==> config.mk <==
export PLATFORM = sky130hd
export DESIGN_NAME = demux2x24s
export DESIGN_NICKNAME = d
export VERILOG_FILES = /design/src/rtl/demux2x24s.sv
export SDC_FILE = /design/constraint.sdc
export NUM_CORES = 1
export LEC_CHECK = 0
export BUFFER_PORTS_ARGS = -buffer_cell sky130_fd_sc_hd__buf_4
export CAP_MARGIN = 30
export CORE_MARGIN = 4
export CORE_UTILIZATION = 50
export CTS_CLUSTER_DIAMETER = 40
export CTS_CLUSTER_SIZE = 24
export DETAILED_ROUTE_END_ITERATION = 12
export MAX_ROUTING_LAYER = met4
export PLACE_DENSITY_LB_ADDON = 0.25
export SYNTH_ARGS = -nofsm -noshare
export SYNTH_HDL_FRONTEND = slang
export SYNTH_SLANG_ARGS = --single-unit
==> constraint.sdc <==
create_clock -name clk_i -period 4.34 [get_ports clk_i]
set_input_delay 0.868 -clock clk_i [delete_from_list [all_inputs] [get_ports clk_i]]
set_output_delay 0.868 -clock clk_i [all_outputs]
set_load 0.01 [all_outputs]
==> src/rtl/demux2x24s.sv <==
// Registered 1-to-2 word de-interleaver: re-pairs an alternating ch0/ch1 stream onto parallel
// outputs with a pair strobe, tracks alternation via the sync tag and counts sequence errors.
module demux2x24s #(
  parameter int unsigned Width = 24,
  parameter int unsigned Ecw   = 8
) (
  input  logic             clk_i,
  input  logic             rst_ni,
  input  logic             ce_i,
  input  logic [Width-1:0] d_i,
  input  logic             dv_i,
  input  logic             sync_i,
  output logic [Width-1:0] q0_o,
  output logic [Width-1:0] q1_o,
  output logic             qv_o,
  output logic             lock_o,
  output logic             err_o,
  output logic [Ecw-1:0]   ecnt_o
);

  typedef enum logic [1:0] {StHunt, StExp1, StExp0} state_e;

  state_e           state_q, state_d;
  logic [Width-1:0] hold_q, hold_d;
  logic [Width-1:0] q0_q, q0_d;
  logic [Width-1:0] q1_q, q1_d;
  logic             qv_q, qv_d;
  logic             err_q, err_d;
  logic             lock_q, lock_d;
  logic [Ecw-1:0]   ecnt_q, ecnt_d;
  logic             accept;

  assign accept = ce_i & dv_i;

  // With ce_i low nothing is accepted, so state holds and both pulses drop.
  always_comb begin
    state_d = state_q;
    hold_d  = hold_q;
    q0_d    = q0_q;
    q1_d    = q1_q;
    qv_d    = 1'b0;
    err_d   = 1'b0;
    ecnt_d  = ecnt_q;
    if (accept) begin
      unique case (state_q)
        StHunt: begin
          if (sync_i) begin
            hold_d  = d_i;
            state_d = StExp1;
          end
        end
        StExp1: begin
          if (sync_i) begin
            // A repeated ch0 replaces the older one; alternation stays locked.
            hold_d = d_i;
            err_d  = 1'b1;
          end else begin
            q0_d    = hold_q;
            q1_d    = d_i;
            qv_d    = 1'b1;
            state_d = StExp0;
          end
        end
        StExp0: begin
          if (sync_i) begin
            hold_d  = d_i;
            state_d = StExp1;
          end else begin
            err_d   = 1'b1;
            state_d = StHunt;
          end
        end
        default: state_d = StHunt;
      endcase
    end
    if (err_d && (ecnt_q != {Ecw{1'b1}})) begin
      ecnt_d = ecnt_q + Ecw'(1);
    end
    lock_d = (state_d != StHunt);
  end

  always_ff @(posedge clk_i) begin
    if (!rst_ni) begin
      state_q <= StHunt;
      hold_q  <= '0;
      q0_q    <= '0;
      q1_q    <= '0;
      qv_q    <= 1'b0;
      err_q   <= 1'b0;
      lock_q  <= 1'b0;
      ecnt_q  <= '0;
    end else begin
      state_q <= state_d;
      hold_q  <= hold_d;
      q0_q    <= q0_d;
      q1_q    <= q1_d;
      qv_q    <= qv_d;
      err_q   <= err_d;
      lock_q  <= lock_d;
      ecnt_q  <= ecnt_d;
    end
  end

  assign q0_o   = q0_q;
  assign q1_o   = q1_q;
  assign qv_o   = qv_q;
  assign err_o  = err_q;
  assign lock_o = lock_q;
  assign ecnt_o = ecnt_q;

endmodule
==> results.md <==
- Power share of the sequential group: 0.597
- RSZ-0062 raised after global routing: false
- Arr. time, crit path: 2370 ps
- Area Growth Syn to Fin: 28.93%
- Final setup fails: 0
- HP Start: hold_q[19]
- Die width: 85.71 microns
- Hold path endpoint: q0_o[19]
- First-pass GRT wire length: 11710 microns
- Flops & latches, synth: 85
- Routed via count: 2742
- Drt pass-1 iters: 4
- Boundary Pins: 88
- Antenna violations before repair: 0
- Sequential area share after synthesis: 0.5636
- Netlist cell types: 27
- Worst slack at placement: 1890 ps
- Sw power: 0.3046 mW
- Max-slew violations: 0
- Global Route Usage Sum: 0.2009
- Die Y: 85.71 microns
- R2R Setup Slk: 2400 ps
- Syn. warnings: 0
- Worst r2r dst: ecnt_o[7]
- Avg Cell Area, Syn: 7.987 sq um
- Leak Pwr: 1.479 nW
- Peak VDD IR: 0.2163 mV
- Fmax: 475.0 MHz
- Syn Std Cell Area: 3019 sq um
- Core Box Area: 5886 sq um
- Status: complete, no violations
- Drt total wl: 6907 microns
- Vias per inst: 5.116
- Remaining global-route overflow: 0
- Die ar.: 7345 sq um
- Tcrit/Tclk final: 0.4850
- Vias in the first global route: 2574
- Final core utilization: 0.6614
- Setup Skew: 6.531 ps
- Remaining DRCs: 0
- Insertion delay to the later sink of the worst-skew pair: 340 ps
- CP required: 4600 ps
- CTS Sinks: 85
- Post-CTS Repair Setup Buffers: 0
- CTS Buf Count: 9
- Antenna cells: 0
- Detail Route Antenna Nets: 0
- CP Capture Type: flip-flop
- Routed WL per cell: 12.89 microns
- Setup TNS Final: 0 ps
- Synth Instances: 378
- HPWL Detailed: 4713 microns
- Number of port buffers: 87
- Min-Delay Path Class: flip-flop to flip-flop
- Maximum fanout along the worst path: 15
- Clk slew on worst S/H paths: 80 ps
- Post-Syn Nets: 408
- CTS H-tree depth: 3
- Final Hold Fails: 0
- Initial DRC count: 91
- Min cycle time layout: 2105 ps
- Setup Crit Path Kind: input pin to flip-flop
- Worst R2R Start: ecnt_o[0]
- # rows: 28
- Final Net Count: 486
- Placed Instances: 520
- Max cap viols: 0
- Layout cells sized above 1: 0.2364
- Clock power frac: 0.351
- Comb power frac: 0.052
- Hold_buf cts: 0
- Slew headroom: 0.3983
- CTS root buf: clkbuf_8
- Hold Path Depth: 2
- Worst-Margin Slew: 902.5 ps
- Clock Path Buffers: 2
- Final worst-path setup slack: 2235 ps
- # resized after CTS: 0
- Pwr dens: 342.0 nW/um^2
- GP Congestion: 0.8089
- Largest net degree at the start of global routing: 51
- Hold WS: 443.9 ps
- Sw frac: 0.2288
- R2R depth: 5
- Layout Cells excl Fill: 536
- Starting Density: 0.5130
- P_int: 1.027 mW
- CP startpoint kind: input pin
- CTS tree: built
## flip-flops by register name, indices dropped and copies added (netlist names)
| register | cells |
|---|---|
| qv_o | 1 |
| q0_o | 24 |
| state_q | 2 |
| lock_o | 1 |
| err_o | 1 |
| hold_q | 24 |
| q1_o | 24 |
| ecnt_o | 8 |
## area by class of cell
class	count	area, sq um
Clock buffer	12	135.1
Clock inverter	4	25.02
Fill cell	527	1993
Inverter	3	11.26
Multi-Input combinational cell	265	1219
Sequential cell	85	1702
Tap cell	75	93.84
Timing Repair Buffer	92	706.9
## per-layer routing
layer / vias to the layer above / global-route usage / routed length (microns)
met5: - / - / 0
met4: 0 / 0.06331 / 56
met3: 6 / 0.04515 / 405
met2: 77 / 0.3298 / 3284
met1: 1256 / 0.2462 / 3160
li1: 1403 / - / -
## placed cells by master (no fill, tap or decap), types with 2 or more instances in the layout
master | synthesis | layout
a21o_1 | 2 | 2
a21oi_1 | 78 | 77
buf_4 | 0 | 90
clkbuf_1 | 21 | 3
clkbuf_8 | 0 | 9
clkinv_2 | 0 | 2
clkinvlp_4 | 0 | 2
dfxtp_1 | 85 | 85
inv_1 | 2 | 2
mux2i_1 | 2 | 2
nand2_1 | 152 | 152
nand2b_1 | 2 | 2
nand3_1 | 3 | 3
nor2_1 | 2 | 2
nor3_1 | 3 | 2
o21ai_0 | 2 | 2
o311ai_0 | 3 | 3
o31ai_1 | 2 | 2
o41ai_1 | 3 | 3
or3_1 | 3 | 2
## logic make-up (layout without fill, tap and decap cells)
| kind of cell | count (synthesis) | count (layout) | synth area share |
|---|---|---|---|
| fa+ha+maj | 1 | 1 | 0.004144 |
| buf+inv | 28 | 111 | 0.03605 |
| compound gates | 92 | 92 | 0.1649 |
| simple gates | 170 | 170 | 0.2246 |
| mux | 2 | 2 | 0.006631 |
| flops | 85 | 85 | 0.5636 |
## through the flow
stage               power, mW  area, sq um
floorplan              0.8445         3019
global route            1.386         3892
finish                  1.331         3892
detailed placement     0.8828         3732
global placement       0.8783         3701
CTS                     1.341         3892
## cells in the mapped netlist
library cell | count | area share
nand2b_1 | 2 | 0.0041
or4_1 | 1 | 0.0025
a21o_1 | 2 | 0.0050
nand4_1 | 1 | 0.0021
nand3_1 | 3 | 0.0050
or3_1 | 3 | 0.0062
ha_1 | 1 | 0.0041
mux2i_1 | 2 | 0.0066
or3b_1 | 1 | 0.0029
nand3b_1 | 1 | 0.0025
inv_2 | 1 | 0.0012
o41ai_1 | 3 | 0.0087
o31ai_1 | 2 | 0.0050
nor4b_1 | 1 | 0.0029
o211ai_1 | 1 | 0.0025
clkbuf_1 | 21 | 0.026
nor3_1 | 3 | 0.0050
buf_1 | 1 | 0.0012
a21oi_1 | 78 | 0.13
nand2_1 | 152 | 0.19
inv_1 | 2 | 0.0025
o21ai_0 | 2 | 0.0033
nor2_1 | 2 | 0.0025
dfxtp_1 | 85 | 0.56
o311ai_0 | 3 | 0.0087
o21a_1 | 1 | 0.0025
buf_2 | 3 | 0.0050
## worst max-delay path, stage by stage
cell and delay (ps):
buf_4 130, or3b_1 370, a21o_1 320, or4_1 540, a21oi_1 140
## power by group through the flow
stage / Combinational, mW / Clock, mW / Sequential [mW]
floorplan: 0.0314 / 0 / 0.813
global placement: 0.0655 / 0 / 0.813
detailed placement: 0.0695 / 0 / 0.813
CTS: 0.0699 / 0.476 / 0.795
global route: 0.0777 / 0.512 / 0.796
finish: 0.0692 / 0.467 / 0.795
## worst max-delay path by stage
stage / start / endpoint / slack (ps) / cells past startpoint
detailed placement: sync_i / ecnt_o[3] / 1890 / 5
floorplan: sync_i / ecnt_o[4] / 2190 / 5
finish: sync_i / ecnt_o[3] / 2230 / 5
global route: ecnt_o[0] / ecnt_o[2] / 2070 / 5
global placement: sync_i / ecnt_o[3] / 1910 / 5
CTS: sync_i / ecnt_o[3] / 2250 / 5
(Power assumes the default switching activity.)
